$ cat src/rtl/mem_arbiter.sv
// mem_arbiter: two-port round-robin arbiter in front of the shared memory
// wrapper. Port 0 is the I-cache refill port, port 1 the D-cache miss/write
// port. One transaction is in flight at a time: accept, present to memory,
// then steer the single response back to the port that issued the request.
//
// Handshake rule on every channel: a transfer happens on a rising clock edge
// where valid and ready are both high. A source keeps valid and its payload
// stable until that edge. Ready may depend combinationally on valid.
module mem_arbiter #(
  parameter int ADDR_W = 32,
  parameter int DATA_W = 32,
  parameter int LINE_W = 128
) (
  input  logic              clk_i,
  input  logic              rst_i,
  // requester 0 (I-cache refill)
  input  logic              m0_req_valid_i,
  output logic              m0_req_ready_o,
  input  logic [ADDR_W-1:0] m0_addr_i,
  input  logic              m0_we_i,
  input  logic [DATA_W-1:0] m0_data_wr_i,
  output logic              m0_rsp_valid_o,
  input  logic              m0_rsp_ready_i,
  output logic [ADDR_W-1:0] m0_rsp_addr_o,
  output logic [LINE_W-1:0] m0_data_line_o,
  // requester 1 (D-cache miss/write)
  input  logic              m1_req_valid_i,
  output logic              m1_req_ready_o,
  input  logic [ADDR_W-1:0] m1_addr_i,
  input  logic              m1_we_i,
  input  logic [DATA_W-1:0] m1_data_wr_i,
  output logic              m1_rsp_valid_o,
  input  logic              m1_rsp_ready_i,
  output logic [ADDR_W-1:0] m1_rsp_addr_o,
  output logic [LINE_W-1:0] m1_data_line_o,
  // memory wrapper
  output logic              mem_req_valid_o,
  input  logic              mem_req_ready_i,
  output logic [ADDR_W-1:0] mem_addr_o,
  output logic              mem_we_o,
  output logic [DATA_W-1:0] mem_data_wr_o,
  input  logic              mem_rsp_valid_i,
  output logic              mem_rsp_ready_o,
  input  logic [ADDR_W-1:0] mem_rsp_addr_i,
  input  logic [LINE_W-1:0] mem_data_line_i,
  // status
  output logic              busy_o,
  output logic [1:0]        dbg_state_o
);

  typedef enum logic [1:0] {
    ST_IDLE = 2'd0,
    ST_REQ  = 2'd1,
    ST_RSP  = 2'd2
  } state_t;

  state_t              r_state;
  state_t              w_next_state;
  logic                r_owner;
  logic                r_last_grant;
  logic [ADDR_W-1:0]   r_addr;
  logic                r_we;
  logic [DATA_W-1:0]   r_data;

  logic                w_any_req;
  logic                w_winner;
  logic                w_accept;
  logic                w_owner_rsp_ready;
  logic                w_rsp_done;

  // Round-robin pick: a lone requester wins, a tie goes to the port not granted last.
  always_comb begin
    w_any_req = m0_req_valid_i | m1_req_valid_i;
    if (m0_req_valid_i && m1_req_valid_i) begin
      w_winner = ~r_last_grant;
    end else begin
      w_winner = m1_req_valid_i;
    end
    w_owner_rsp_ready = r_owner ? m1_rsp_ready_i : m0_rsp_ready_i;
  end

  // Next-state and handshake outputs of the IDLE/REQ/RSP controller.
  always_comb begin
    w_next_state    = r_state;
    m0_req_ready_o  = 1'b0;
    m1_req_ready_o  = 1'b0;
    m0_rsp_valid_o  = 1'b0;
    m1_rsp_valid_o  = 1'b0;
    mem_req_valid_o = 1'b0;
    mem_rsp_ready_o = 1'b0;
    w_accept        = 1'b0;
    w_rsp_done      = 1'b0;
    case (r_state)
      ST_IDLE: begin
        // Drain any stray response (e.g. one that outlived a reset).
        mem_rsp_ready_o = 1'b1;
        m0_req_ready_o  = w_any_req & ~w_winner;
        m1_req_ready_o  = w_any_req &  w_winner;
        w_accept        = w_any_req;
        if (w_any_req) w_next_state = ST_REQ;
      end
      ST_REQ: begin
        mem_req_valid_o = 1'b1;
        if (mem_req_ready_i) w_next_state = ST_RSP;
      end
      ST_RSP: begin
        m0_rsp_valid_o  = mem_rsp_valid_i & ~r_owner;
        m1_rsp_valid_o  = mem_rsp_valid_i &  r_owner;
        mem_rsp_ready_o = w_owner_rsp_ready;
        w_rsp_done      = mem_rsp_valid_i & w_owner_rsp_ready;
        if (w_rsp_done) w_next_state = ST_IDLE;
      end
      default: w_next_state = ST_IDLE;
    endcase
  end

  // State register; reset abandons any in-flight transaction.
  always_ff @(posedge clk_i or posedge rst_i) begin
    if (rst_i) begin
      r_state <= ST_IDLE;
    end else begin
      r_state <= w_next_state;
    end
  end

  // Request latch and arbitration history. last_grant resets to 1 so port 0 wins the first tie.
  always_ff @(posedge clk_i or posedge rst_i) begin
    if (rst_i) begin
      r_owner      <= 1'b0;
      r_last_grant <= 1'b1;
      r_addr       <= '0;
      r_we         <= 1'b0;
      r_data       <= '0;
    end else begin
      if (w_accept) begin
        r_owner <= w_winner;
        r_addr  <= w_winner ? m1_addr_i    : m0_addr_i;
        r_we    <= w_winner ? m1_we_i      : m0_we_i;
        r_data  <= w_winner ? m1_data_wr_i : m0_data_wr_i;
      end
      if (w_rsp_done) begin
        r_last_grant <= r_owner;
      end
    end
  end

  // Response payload is broadcast; only rsp_valid qualifies it.
  assign m0_rsp_addr_o  = mem_rsp_addr_i;
  assign m1_rsp_addr_o  = mem_rsp_addr_i;
  assign m0_data_line_o = mem_data_line_i;
  assign m1_data_line_o = mem_data_line_i;

  assign mem_addr_o    = r_addr;
  assign mem_we_o      = r_we;
  assign mem_data_wr_o = r_data;
  assign busy_o        = (r_state != ST_IDLE);
  assign dbg_state_o   = r_state;

endmodule

$ cat config.mk
export PLATFORM = sky130hd
export DESIGN_NAME = mem_arbiter
export DESIGN_NICKNAME = d
export VERILOG_FILES = /design/src/rtl/mem_arbiter.sv
export SDC_FILE = /design/constraint.sdc
export NUM_CORES = 1
export LEC_CHECK = 0
export BUFFER_PORTS_ARGS = -buffer_cell sky130_fd_sc_hd__buf_2
export CORE_AREA = 2 2 266 268
export CTS_CLUSTER_DIAMETER = 40
export DETAILED_ROUTE_END_ITERATION = 8
export DIE_AREA = 0 0 268 270
export GPL_TIMING_DRIVEN = 0
export PLACE_DENSITY = 0.35
export SLEW_MARGIN = 20
export SYNTH_ARGS = -nofsm -noshare
export SYNTH_HDL_FRONTEND = slang
export SYNTH_SLANG_ARGS = --single-unit
export TNS_END_PERCENT = 50
$ cat constraint.sdc
create_clock -name clk_i -period 1.99 [get_ports clk_i]
set_clock_uncertainty 0.05 [all_clocks]
set_input_delay 0.0995 -clock clk_i [delete_from_list [all_inputs] [get_ports clk_i]]
set_output_delay 0.0995 -clock clk_i [all_outputs]
set_load 0.01 [all_outputs]
* Yosys cells after proc, flatten, opt, wreduce, memory -nomap -nowiden
Cells that the tools add are included.
** Word-level totals
- Register bits after elaboration :: 69
- Word-level logic and storage cells :: 41
** Cells by class
- Eq/ne operators :: 5
- Mux-type cells :: 17
- Reduce and logical (&&, ||, !) cells :: 4
- Bitwise operators :: 9
** Operators with widths (count)
- 2-to-1 mux 32 bit :: 2
- 2-to-1 mux 1 bit :: 10
- 2-to-1 mux 2 bit :: 3
- != test 2 bit, second input constant :: 3
- one-hot mux 2 bit (3 select lines) :: 1
- AND 1 bit :: 5
- inverter 1 bit :: 3
- AND reduction 3 bit :: 1
- == test 2 x 1 -> 1 bit, second input constant :: 1
- == test 2 bit, second input constant :: 1
- logical NOT 2 bit :: 1
- one-hot mux 1 bit (2 select lines) :: 1
- nonzero test 2 bit :: 1
- logical AND 1 bit :: 1
- OR 1 bit :: 1

* Logic depth before layout (Yosys ltp)
- Depth after elaboration :: 5
- Mapped depth :: 5
- Mapped depth without buffers :: 4

* Worst setup path after synthesis
No wires, ideal clock.
- Path kind :: register to register
- Start point :: reg r_last_grant
- End point :: reg r_data[10] (netlist: mem_data_wr_o[10])
- Data arrival time :: 1495 ps
- Period minus slack after synthesis :: 1670 ps
- Setup slack :: 320 ps
- Data required time :: 1815 ps
- Stages on the path, launching flop included :: 6
- Path buffers :: 2
- Cell sequence :: dfstp_2 > a21bo_2 > buf_6 > buf_6 > mux2_1 > mux2_2
** On the way
- Word-level cells in the longest chain between the ends :: 3
** Ends and longest elaborated chain
- start, declared :: RTL line 60 : logic r_last_grant;
- start signal, assigned :: RTL line 142 : r_last_grant <= r_owner;
- inverter 1 bit :: RTL line 75 : w_winner = ~r_last_grant;
- 2-to-1 mux 1 bit :: RTL line 74 : if (m0_req_valid_i && m1_req_valid_i) begin
- 2-to-1 mux 32 bit :: RTL line 139 : r_data <= w_winner ? m1_data_wr_i : m0_data_wr_i;
- end signal, assigned :: RTL line 139
- end, declared :: RTL line 63 : logic [DATA_W-1:0] r_data;
No other way between the ends.
A chain may end at the register's enable or synchronous reset.

* Worst setup path in the final report
- Start point :: reg r_last_grant
- End point :: reg r_data[7] (netlist: mem_data_wr_o[7])
The elaborated chain is that of the path after synthesis.

==> out/summary.txt <==
Status -> finished, final reports clean
Hold WC Path Type -> in2reg
IO Count -> 692
Top-count cell post-synth -> buf_4
Register area share after synthesis -> 29.67%
Number of buffers added on ports -> 531
FF-to-FF Start -> r_last_grant$_DFFE_PP1P_
Largest cells by area after synthesis -> buf_4, dfrtp_1, mux2_2
Vias in the first global route -> 5607
End of the worst hold path -> mem_data_wr_o[23]$_DFFE_PP0P_
Most frequent cells after synthesis -> buf_4, mux2_2, dfrtp_1
Static leakage -> 5.269 nW
Final ANT Viol Nets -> 0
Post-synth ARST share -> 100.0%
Effective utilization at floorplan -> 8.375%
Total die area -> 0.07236 mm2
Post-synthesis cell type count -> 23
Critical Path Source Type -> flop
Final instance area -> 0.01003 mm2
Total power draw -> 0.008229 W
Post-Synthesis Net Count -> 855
Sequential share of power -> 30.7%
Fraction of layout cells with a size suffix above 1 -> 89.54%
CP arrival -> 2.11 ns
GR Util All Layers -> 7.814%
Hold depth -> 3
Synthesized flop and latch total -> 69
Worst R2R End -> mem_data_wr_o[7]$_DFFE_PP0P_
Final number of hold-violating endpoints -> 0
Row count -> 97
Dpl ws -> -0.2001 ns
Number of remaining DRC errors -> 0
Worst skew pair latency -> 0.36 ns
First-pass GRT wire length -> 40010 um
R2R Setup Slk -> 0.08 ns
Post-Layout Cell Count -> 2051
Worst Tran Pin Value -> 0.4884 ns
PnR worst setup slack -> 0.07957 ns
Largest net degree at the start of global routing -> 37
Cell taking the most area after synthesis -> buf_4
Syn Area/Cell -> 10.46 um2
CP Data Required Time -> 2.19 ns
Critical path fanouts, max -> 10
Hold_sp -> m1_data_wr_i[23]
Int Pwr -> 0.005207 W
Routability cong. -> 0.8472
CTS tree -> yes
Hold WS -> 0.02767 ns
Number of buffers created by CTS -> 9
Share of the synthesized area in the top cell type -> 41.25%
Grt total ovfl -> 0
Final setup viols -> 0
Total wire length -> 30370 um
Peak VDD IR -> 0.4486 mV
Reg2reg path depth -> 5
Vias/cell -> 2.678
# nets final -> 1402
Slew HR -> 67.44%
Post-synth EDFFs -> 0
Final period util -> 96.00%
Chip width -> 268 um
Root buffer cell -> clkbuf_16
First-pass detailed-route iteration total -> 4
Ys flop type -> dfrtp_1
Post-DP HPWL -> 27510 um
Comb power frac -> 50.1%
Max Root-Sink Buffers -> 2
Initial drt markers -> 96
Gate Count Post-Synth -> 557
Worst-path clk slew -> 0.06 ns
# fillers -> 7991
CP Capture Type -> flop
Area Overhead vs Synth -> 72.29%
Cell Area, Placed -> 0.009681 mm2
Placed insts -> 2029
Clock share of power -> 19.2%
Max_cap viols -> 0
Cell Area, Synth -> 0.005824 mm2
Slew Viols, Final -> 0
WS Path Type -> reg2reg
Switch Pwr -> 0.003022 W
Routed vias -> 5493
Switching Share -> 36.73%
RSZ-0062 raised after global routing -> false
Die Height -> 270 um
Synth warn -> 0
Tmin final -> 1.910 ns
Initial antenna violation count -> 1
PD cells -> 820.1 mW/mm2
Average wire per standard cell -> 14.80 um
Core footprint -> 0.06954 mm2
Htree depth -> 3
Fmax -> 523.4 MHz
Num Clock Sinks -> 69
[power by group through the flow]
stage	logic [W]	clock network (W)	registers (W)
floorplan	0.00209	0	0.00283
global placement	0.00420	0	0.00250
detailed placement	0.00417	0	0.00251
CTS	0.00422	0.00166	0.00253
global route	0.00447	0.00169	0.00263
finish	0.00412	0.00158	0.00253
[how the worst max path moves through the flow]
stage | to | slack (ns) | from | cells after the start
after floorplan | dbg_state_o[0]$_DFFE_PP0P_ | 0.10 | rst_i | 1
after CTS | mem_data_wr_o[7]$_DFFE_PP0P_ | 0.02 | r_last_grant$_DFFE_PP1P_ | 5
final | mem_data_wr_o[7]$_DFFE_PP0P_ | 0.08 | r_last_grant$_DFFE_PP1P_ | 5
after detailed placement | mem_data_wr_o[6]$_DFFE_PP0P_ | -0.20 | dbg_state_o[0]$_DFFE_PP0P_ | 5
after global routing | m0_req_ready_o | 0.005 | dbg_state_o[0]$_DFFE_PP0P_ | 6
after global placement | mem_data_wr_o[19]$_DFFE_PP0P_ | -1.18 | rst_i | 2
[layout by cell type (no fill, tap or decap), types with 2 or more instances in the layout]
cell / n
dfrtp_1: 66
clkinv_2: 3
inv_6: 2
dfrtp_2: 2
buf_6: 3
buf_2: 539
clkbuf_16: 9
o21ai_0: 2
buf_4: 321
a21oi_1: 2
mux2_2: 103
dlygate4sd3_1: 4
nand2_1: 2
diode_2: 2
buf_8: 2
nor2b_1: 2
inv_1: 3
mux2_1: 27
[state kept, by name, indices dropped and copies added, names as in the netlist]
name / count
dbg_state_o: 2
mem_we_o: 1
r_last_grant: 1
mem_addr_o: 32
r_owner: 1
mem_data_wr_o: 32
[cell type report]
| class | instances | area, um2 | area share [%] |
|---|---|---|---|
| inverters | 4 | 17.52 | 0.1746 |
| well taps | 940 | 1176 | 11.72 |
| diodes | 2 | 5.005 | 0.04988 |
| plain buffers | 334 | 2514 | 25.05 |
| multi-input cells | 150 | 1600 | 15.95 |
| clock inverters | 7 | 48.80 | 0.4863 |
| repair buffers | 536 | 2718 | 27.08 |
| flip-flops and latches | 69 | 1730 | 17.24 |
| clock buffers | 9 | 225.2 | 2.244 |
[through the flow]
| step | utilization, % | setup TNS [ns] |
|---|---|---|
| CTS | 14.42 | 0 |
| finish | 14.43 | 0 |
| detailed placement | 13.92 | -3.009 |
| floorplan | - | 0 |
| global route | 14.43 | 0 |
| global placement | 13.89 | -82.96 |
[repair_timing]
item / in CTS / in global routing
endpoints found under the hold margin: 35 / 0
resized for setup: 10 / 2
buffers inserted: 0 / 0
hold buffers: 4 / 0
endpoints found under the setup margin: 18 / 2
[critical path, stage by stage, from the launching register on]
cell and delay (ns):
dfstp_2 0.55, a21bo_2 0.19, buf_8 0.18, buf_8 0.18, mux2_2 0.39, mux2_2 0.26
[cells by family (layout without fill, tap and decap cells)]
kind of cell           after synthesis  after routing  synth area share [%]
AO/OA/AOI/OAI                        8              8                0.8379
multiplexers                       131            131                 25.31
flip-flops                          69             69                 29.67
other                                0              2                     0
buffers and inverters              338            890                 43.14
AND/OR/NAND/NOR                     11             11                 1.053
[per-layer routing]
metal  vias to the layer above  global-route usage [%]  routed length, um
met3                        15                   2.079               2900
met5                         -                       0                  0
li1                       2586                       -                  -
met4                         0                   2.661                405
met2                       387                   15.62              16680
met1                      2505                   7.539              10380
Power figures use the tool's default switching activity.
